==> src/rtl/timer_bank_pkg.sv <==
// Shared definitions for the timer bank: register map, TCON layout and a
// helper that extracts the TCON fields from a bus write word.
package timer_bank_pkg;

  localparam logic [3:0] OFF_TH   = 4'h0;
  localparam logic [3:0] OFF_TL   = 4'h4;
  localparam logic [3:0] OFF_TCON = 4'h8;
  localparam logic [3:0] OFF_STAT = 4'hC;

  localparam int CH_STRIDE = 16;

  localparam int TCON_EN      = 0;
  localparam int TCON_IE      = 1;
  localparam int TCON_ONESHOT = 2;

  // Packed so that en lands on bit 0, ie on bit 1, oneshot on bit 2.
  typedef struct packed {
    logic oneshot;
    logic ie;
    logic en;
  } tcon_t;

  function automatic tcon_t to_tcon(input logic [31:0] d);
    tcon_t t;
    t.oneshot = d[TCON_ONESHOT];
    t.ie      = d[TCON_IE];
    t.en      = d[TCON_EN];
    return t;
  endfunction

endpackage

==> src/rtl/timer_channel.sv <==
// One interval timer: reload (TH), up-counter (TL), control (TCON) and a
// sticky pending flag. Resolves all same-cycle write/count collisions.
module timer_channel
  import timer_bank_pkg::*;
#(
  parameter int WIDTH = 32
) (
  input  logic             clk,
  input  logic             reset,
  input  logic             th_we,
  input  logic             tl_we,
  input  logic             tcon_we,
  input  logic             stat_we,
  input  logic [31:0]      wdata,
  output logic [WIDTH-1:0] th,
  output logic [WIDTH-1:0] tl,
  output logic [2:0]       tcon,
  output logic             pend,
  output logic             irq
);

  localparam logic [WIDTH-1:0] ALL_ONES = '1;
  localparam logic [WIDTH-1:0] ONE      = WIDTH'(1);

  tcon_t tcon_q;
  logic  overflow;

  // An overflow is a counting cycle that finds the counter at all-ones.
  assign overflow = tcon_q.en && (tl == ALL_ONES);

  // Register update; bus writes beat counting, overflow beats clearing.
  always_ff @(posedge clk) begin
    if (!reset) begin
      th     <= '0;
      tl     <= ALL_ONES;
      tcon_q <= '0;
      pend   <= 1'b0;
    end else begin
      if (th_we) begin
        th <= wdata[WIDTH-1:0];
      end

      if (tl_we) begin
        tl <= wdata[WIDTH-1:0];
      end else if (overflow) begin
        tl <= th;
      end else if (tcon_q.en) begin
        tl <= tl + ONE;
      end

      if (tcon_we) begin
        tcon_q <= to_tcon(wdata);
      end else if (overflow && tcon_q.oneshot) begin
        tcon_q.en <= 1'b0;
      end

      if (overflow) begin
        pend <= 1'b1;
      end else if (stat_we && wdata[0]) begin
        pend <= 1'b0;
      end
    end
  end

  assign tcon = tcon_q;
  assign irq  = pend && tcon_q.ie;

endmodule

==> src/rtl/timer_bank.sv <==
// Bank of NUM_CH memory-mapped interval timers with a read-only pending
// summary word and a single OR-ed interrupt line.
module timer_bank
  import timer_bank_pkg::*;
#(
  parameter int          NUM_CH    = 4,
  parameter int          WIDTH     = 32,
  parameter logic [31:0] BASE_ADDR = 32'h40000100
) (
  input  logic              clk,
  input  logic              reset,
  input  logic              read,
  input  logic              write,
  input  logic [31:0]       addr,
  input  logic [31:0]       wdata,
  output logic [31:0]       rdata,
  output logic              read_acc,
  output logic              write_acc,
  output logic [NUM_CH-1:0] irq,
  output logic              interrupt
);

  localparam logic [31:0] SUMMARY_ADDR = BASE_ADDR + 32'(CH_STRIDE * NUM_CH);

  logic [31:0] offset;
  logic [27:0] ch_sel;
  logic [3:0]  reg_off;
  logic        in_chan;
  logic        is_summary;

  logic [WIDTH-1:0] th_arr   [NUM_CH];
  logic [WIDTH-1:0] tl_arr   [NUM_CH];
  logic [2:0]       tcon_arr [NUM_CH];
  logic [NUM_CH-1:0] pend_vec;

  // Addresses below the base wrap to huge offsets and so fall out of range.
  assign offset     = addr - BASE_ADDR;
  assign ch_sel     = offset[31:4];
  assign reg_off    = offset[3:0];
  assign in_chan    = (ch_sel < 28'(NUM_CH)) && (reg_off[1:0] == 2'b00);
  assign is_summary = (addr == SUMMARY_ADDR);

  for (genvar c = 0; c < NUM_CH; c++) begin : g_ch
    logic hit;
    assign hit = write && in_chan && (ch_sel == 28'(c));

    timer_channel #(.WIDTH(WIDTH)) u_channel (
      .clk     (clk),
      .reset   (reset),
      .th_we   (hit && (reg_off == OFF_TH)),
      .tl_we   (hit && (reg_off == OFF_TL)),
      .tcon_we (hit && (reg_off == OFF_TCON)),
      .stat_we (hit && (reg_off == OFF_STAT)),
      .wdata   (wdata),
      .th      (th_arr[c]),
      .tl      (tl_arr[c]),
      .tcon    (tcon_arr[c]),
      .pend    (pend_vec[c]),
      .irq     (irq[c])
    );
  end

  // Read mux and access flags; narrow registers are zero-extended.
  always_comb begin
    rdata     = '0;
    read_acc  = 1'b0;
    write_acc = 1'b0;
    if (is_summary) begin
      rdata    = 32'(pend_vec);
      read_acc = read;
    end else if (in_chan) begin
      read_acc  = read;
      write_acc = write;
      for (int c = 0; c < NUM_CH; c++) begin
        if (ch_sel == 28'(c)) begin
          case (reg_off)
            OFF_TH:   rdata = 32'(th_arr[c]);
            OFF_TL:   rdata = 32'(tl_arr[c]);
            OFF_TCON: rdata = 32'(tcon_arr[c]);
            OFF_STAT: rdata = 32'(pend_vec[c]);
            default:  rdata = '0;
          endcase
        end
      end
    end
  end

  assign interrupt = |irq;

endmodule

==> config.mk <==
export PLATFORM = sky130hd
export DESIGN_NAME = timer_bank
export DESIGN_NICKNAME = d
export VERILOG_FILES = /design/src/rtl/timer_bank_pkg.sv /design/src/rtl/timer_channel.sv /design/src/rtl/timer_bank.sv
export SDC_FILE = /design/constraint.sdc
export NUM_CORES = 1
export LEC_CHECK = 0
export CAP_MARGIN = 20
export CORE_ASPECT_RATIO = 1.4
export CORE_MARGIN = 1
export CORE_UTILIZATION = 61
export DETAILED_ROUTE_END_ITERATION = 10
export PLACE_DENSITY = 0.82
export SYNTH_ARGS = -nofsm -noshare
export SYNTH_HDL_FRONTEND = slang
export SYNTH_SLANG_ARGS = --single-unit
==> constraint.sdc <==
create_clock -name clk -period 10.7 [get_ports clk]
set_input_delay 2.14 -clock clk [delete_from_list [all_inputs] [get_ports clk]]
set_output_delay 2.14 -clock clk [all_outputs]
set_load 0.02 [all_outputs]
==> results of run 1 <==
metal layers:
layer	track usage	routed length, um	vias to the layer above
li1	-	-	8073
met1	0.5821	23700	8519
met2	0.7174	28890	1266
met3	0.1219	8407	246
met4	0.2449	3573	0
met5	0	0	-
report_power, final:
| part | internal, mW | leakage [nW] | total [mW] | switching [mW] |
|---|---|---|---|---|
| clock | 0.628 | 0.490 | 1.06 | 0.436 |
| sequential | 1.01 | 2.20 | 1.01 | 0.000000000236 |
| combinational | 0.0545 | 4.64 | 0.158 | 0.103 |
worst max-delay path, stage by stage:
cell and delay [ns]:
clkdlybuf4s50_1 0.39, or4_1 0.53, or4_4 0.45, or3b_1 0.79
nor3_1 0.73, buf_4 0.28, o21ai_1 0.08, o21ai_1 0.13
clkdlybuf4s50_1 0.63
cell families after synthesis:
family	count (synthesis)	share of synthesized area
compound gates	583	0.2193
xor+xnor	6	0.003149
fa+ha+maj	4	0.002999
buf+inv	208	0.05045
flops	272	0.3263
mux	151	0.1166
simple gates	919	0.2813
worst paths after layout:
| check | start | endpoint | depth (start not counted) |
|---|---|---|---|
| worst max-delay path | addr[11] | rdata[0] | 9 |
| worst min-delay path | g_ch[2].u_channel.th[29] | g_ch[2].u_channel.th[29] | 2 |
| worst max register to register | g_ch[0].u_channel.tcon[0] | g_ch[0].u_channel.tl[25] | 7 |
| worst min register to register | g_ch[2].u_channel.th[29] | g_ch[2].u_channel.th[29] | 2 |
through the flow:
| step | cell area [um2] | setup slack [ns] | util | hold slack (ns) | power [mW] |
|---|---|---|---|---|---|
| after detailed placement | 17730 | 2.506 | 0.6587 | 0.4680 | 1.183 |
| after global routing | 18750 | 2.388 | 0.6966 | 0.5077 | 2.278 |
| final | 18750 | 2.421 | 0.6966 | 0.4776 | 2.233 |
| after global placement | 17730 | 2.505 | 0.6587 | 0.4593 | 1.182 |
| after CTS | 18730 | 2.508 | 0.6959 | 0.4819 | 2.223 |
| after floorplan | 16690 | 3.969 | - | 0.4439 | 1.109 |
registers in the layout (all words and copies together), names as in the netlist:
name                 cells
g_ch.u_channel.pend      4
g_ch.u_channel.tcon     12
g_ch.u_channel.th      128
g_ch.u_channel.tl      128
cells in the mapped netlist, drive strengths merged (45+ instances only):
| library cell | instances | area share |
|---|---|---|
| a21oi | 96 | 0.029 |
| and3 | 47 | 0.018 |
| buf | 50 | 0.015 |
| clkbuf | 135 | 0.030 |
| dfxtp | 272 | 0.33 |
| mux2i | 83 | 0.050 |
| nand2 | 202 | 0.045 |
| nand3 | 283 | 0.086 |
| nand4 | 61 | 0.023 |
| nor2 | 124 | 0.028 |
| nor3 | 53 | 0.017 |
| o211ai | 45 | 0.020 |
| o21ai | 233 | 0.070 |
layout make-up:
type	instances	area, um2
Multi-Input combinational cell	1663	10430
Fill cell	2228	8167
Sequential cell	272	5445
Timing Repair Buffer	141	1329
Clock buffer	37	805.8
Tap cell	365	456.7
Clock inverter	15	195.2
Inverter	23	86.33
==> impl_metrics.env, run 1 <==
export IMPL_status="finished clean"
export IMPL_fp_dieArea_um2=28040
export IMPL_cts_clk_slew_worst_paths_ns=0.06
export IMPL_syn_area_um2=16690
export IMPL_synth_seq_cells=272
export IMPL_instances_no_fill=2516
export IMPL_dieHeight_um=197.7
export IMPL_place_congestion=1.045
export IMPL_ios=107
export IMPL_grt_pass1_wl_mm=98.22
export IMPL_remaining_drc_errors=0
export IMPL_drv_cap=0
export IMPL_num_vias=18100
export IMPL_wl_per_cell_um=25.66
export IMPL_routed_wl_mm=64.57
export IMPL_clkLatencyLatePin_ns=0.56
export IMPL_syn_inst=2143
export IMPL_cts_post_setup_buffers_inserted=0
export IMPL_grt_max_degree=108
export IMPL_synth_edf_count=0
export IMPL_fmax_mhz=120.8
export IMPL_avgSynthCellArea_um2=7.788
export IMPL_period_minus_slack_ns=8.279
export IMPL_worst_setup_path_type="input pin to output pin"
export IMPL_ir_drop_v=0.0001454
export IMPL_period_share=0.7738
export IMPL_yosys_warnings=0
export IMPL_ys_seq_area_frac=0.3263
export IMPL_endpoint_kind="output pin"
export IMPL_critPathMaxFanout=17
export IMPL_numPortBuffers=106
export IMPL_dp_hpwl_mm=46.34
export IMPL_syn_to_final_growth_pct=12.35
export IMPL_diodes=0
export IMPL_cts_root_buffer="clkbuf_16"
export IMPL_track_usage=0.4608
export IMPL_clock_sinks=272
export IMPL_final_cell_mix="nand3_1, dfxtp_1, o21ai_0"
export IMPL_die_w_um=141.8
export IMPL_drive_gt1_frac=0.08647
export IMPL_start_kind="input pin"
export IMPL_ctsHoldBuffers=0
export IMPL_rrSetupSlack_ns=7.39
export IMPL_dp_cells=2462
export IMPL_crit_required_ns=8.56
export IMPL_slew_headroom=0.2801
export IMPL_std_cell_rows=71
export IMPL_avgViaCountPerCell=7.196
export IMPL_p_per_area_nw_per_um2=119.1
export IMPL_synth_cell_types=77
export IMPL_cts_resized=0
export IMPL_final_hold_viol_count=0
export IMPL_synthArstFlopShare=0
export IMPL_drv_slew=0
export IMPL_grt_pass1_vias=16520
export IMPL_setup_viol_count_final=0
export IMPL_dr_pass1_iters=7
export IMPL_overflow=0
export IMPL_synth_ff_type="dfxtp_1"
export IMPL_hold_path_class="flip-flop to flip-flop"
export IMPL_htree_levels=1
export IMPL_cts_tree="built"
export IMPL_initial_core_util=0.6200
export IMPL_finClkSkew_ns=0.01713
export IMPL_postRouteAntennaNets=0
export IMPL_final_nets=2201
export IMPL_core_um2=26920
export IMPL_worst_slew_pin_slew_ns=1.080
export IMPL_cts_path_max_buffers=3
export IMPL_layout_commonest_cell="nand3_1"
export IMPL_drt_iter0_drc=2373
export IMPL_antenna_found_initial=0
export IMPL_cts_inserted_buffers=28
export IMPL_setup_tns_ns=0
export IMPL_p_leak_nw=7.321
export IMPL_cp_arrival_ns=6.14
export IMPL_syn_num_nets=2215
export IMPL_rsz0062_at_grt="no"
Note: power is estimated with default switching activity, not from simulation.
==> run 2: changes to the inputs <==
--- a/config.mk
+++ b/config.mk
@@ -8,9 +8,9 @@
 export CAP_MARGIN = 20
 export CORE_ASPECT_RATIO = 1.4
 export CORE_MARGIN = 1
-export CORE_UTILIZATION = 61
+export CORE_UTILIZATION = 60
 export DETAILED_ROUTE_END_ITERATION = 10
-export PLACE_DENSITY = 0.82
+export PLACE_DENSITY = 0.81
 export SYNTH_ARGS = -nofsm -noshare
 export SYNTH_HDL_FRONTEND = slang
 export SYNTH_SLANG_ARGS = --single-unit
==> constraint.sdc (replaced) <==
create_clock -name clk -period 7.64 [get_ports clk]
set_input_delay 1.528 -clock clk [delete_from_list [all_inputs] [get_ports clk]]
set_output_delay 1.528 -clock clk [all_outputs]
set_load 0.02 [all_outputs]
==> impl_metrics.env, run 2 (synthesis results as in run 1) <==
export IMPL_syn_to_final_growth_pct=12.83
export IMPL_crit_required_ns=6.11
export IMPL_drv_slew=0
export IMPL_place_area_um2=17780
export IMPL_critPathBufInv=3
export IMPL_wl_per_cell_um=26.06
export IMPL_setup_viol_count_final=0
export IMPL_hold_path_class="flip-flop to flip-flop"
export IMPL_overflow=0
export IMPL_fmax_mhz=148.2
export IMPL_grt_pass1_vias=16660
export IMPL_drv_cap=0
export IMPL_finClkSkew_ns=0.02482
export IMPL_std_cell_rows=71
export IMPL_cts_post_setup_buffers_inserted=0
export IMPL_clock_sinks=272
export IMPL_final_nets=2204
export IMPL_diodes=0
export IMPL_avgViaCountPerCell=7.190
export IMPL_routed_wl_mm=65.64
export IMPL_ios=107
export IMPL_period_share=0.8832
export IMPL_cpPeakStageDelay_ns=0.68
export IMPL_core_um2=27090
export IMPL_slowest_stage="or3_1"
export IMPL_endpoint_kind="output pin"
export IMPL_cp_arrival_ns=5.22
export IMPL_pre_cts_ws_ns=0.9082
export IMPL_instances_no_fill=2519
export IMPL_drt_iter0_drc=2170
export IMPL_cts_clk_slew_worst_paths_ns=0.06
export IMPL_p_leak_nw=7.363
export IMPL_cts_resized=0
export IMPL_layout_commonest_cell="nand3_1"
export IMPL_postRouteAntennaNets=0
export IMPL_num_fill_cells=2244
export IMPL_worstPathCellList="clkdlybuf4s50_1, or4_1, or4_4, or3b_1, buf_4, or3_1, a211oi_1, clkdlybuf4s50_1"
export IMPL_p_per_area_nw_per_um2=170.5
export IMPL_grt_max_degree=161
export IMPL_period_minus_slack_ns=6.748
export IMPL_worst_setup_path_type="input pin to output pin"
export IMPL_rsz0062_at_grt="no"
export IMPL_setup_tns_ns=0
export IMPL_path_common_cell="clkdlybuf4s50_1"
export IMPL_status="finished clean"
export IMPL_num_vias=18110
export IMPL_track_usage=0.4599
export IMPL_setup_ws_ns=0.8920
export IMPL_worst_slew_pin_slew_ns=0.9487
export IMPL_remaining_drc_errors=0
export IMPL_clkLatencyLatePin_ns=0.58
export IMPL_cts_root_buffer="clkbuf_16"
export IMPL_cp_top_family="simple AND/OR/NAND/NOR gates"
export IMPL_final_hold_viol_count=0
export IMPL_place_congestion=1.052
export IMPL_ir_drop_v=0.0002136
export IMPL_cts_inserted_buffers=29
export IMPL_drive_gt1_frac=0.08867
export IMPL_cts_path_max_buffers=3
export IMPL_grt_pass1_wl_mm=98.61
export IMPL_critPathMaxFanout=17
export IMPL_cts_tree="built"
export IMPL_die_w_um=143.0
export IMPL_dp_hpwl_mm=46.68
export IMPL_final_area_um2=18830
export IMPL_dieHeight_um=199.3
export IMPL_fin_hold_ws_ns=0.4874
export IMPL_antenna_found_initial=1
export IMPL_final_cell_mix="nand3_1, dfxtp_1, o21ai_0"
export IMPL_ctsHoldBuffers=0
export IMPL_start_kind="input pin"
export IMPL_numPortBuffers=106
export IMPL_htree_levels=1
export IMPL_slew_headroom=0.3617
export IMPL_fp_dieArea_um2=28500
export IMPL_dp_cells=2466
export IMPL_dr_pass1_iters=8
export IMPL_initial_core_util=0.6160
-- run 2: cell types whose count changed in the layout (fill, tap and decap cells not counted), sizes merged --
cell,change
buf,+2
bufinv,+2
clkinvlp,-2
clkbuf,+1
clkinv,-1
inv,+1
-- run 2: power by group --
| part | internal (mW) | leakage (nW) | total, mW | switching [mW] |
|---|---|---|---|---|
| Clock | 0.955 | 0.525 | 1.57 | 0.620 |
| Sequential | 1.42 | 2.20 | 1.42 | 0.000000000336 |
| Combinational | 0.0769 | 4.64 | 0.219 | 0.142 |
-- run 2: metal layers --
metal / GRT usage / up-vias / wire length [um]
li1: - / 8100 / -
met1: 0.5876 / 8499 / 24800
met2: 0.7102 / 1288 / 29040
met3: 0.1064 / 223 / 8150
met4: 0.2616 / 2 / 3633
met5: 0 / - / 13
-- run 2: area by class of cell --
| type | count | area, um2 | share of cell area |
|---|---|---|---|
| clock buffers | 38 | 819.5 | 0.04352 |
| clock inverters | 15 | 232.7 | 0.01236 |
| inverters | 23 | 86.33 | 0.004584 |
| multi-input cells | 1663 | 10440 | 0.5544 |
| flip-flops and latches | 272 | 5445 | 0.2892 |
| well taps | 365 | 456.7 | 0.02425 |
| repair buffers | 143 | 1351 | 0.07176 |
-- run 2: final timing paths --
kind | slack, ns | to | from | depth (start not counted)
min | 0.49 | g_ch[2].u_channel.th[29] | g_ch[2].u_channel.th[29] | 2
max | 0.89 | rdata[31] | addr[11] | 8
max reg2reg | 4.22 | g_ch[0].u_channel.tl[25] | g_ch[0].u_channel.tcon[0] | 7
min reg2reg | 0.49 | g_ch[2].u_channel.th[29] | g_ch[2].u_channel.th[29] | 2
-- run 2: tightest hold or removal path: stages, from the launching register on --
cell and delay [ns]:
dfxtp_1 0.31, nand3_1 0.06, o21ai_0 0.07
-- run 2: metrics by stage --
stage	utilization	total power, mW
after floorplan	-	1.553
after global placement	0.6562	1.656
after detailed placement	0.6562	1.656
after CTS	0.6950	3.202
after global routing	0.6950	3.277
final	0.6950	3.211
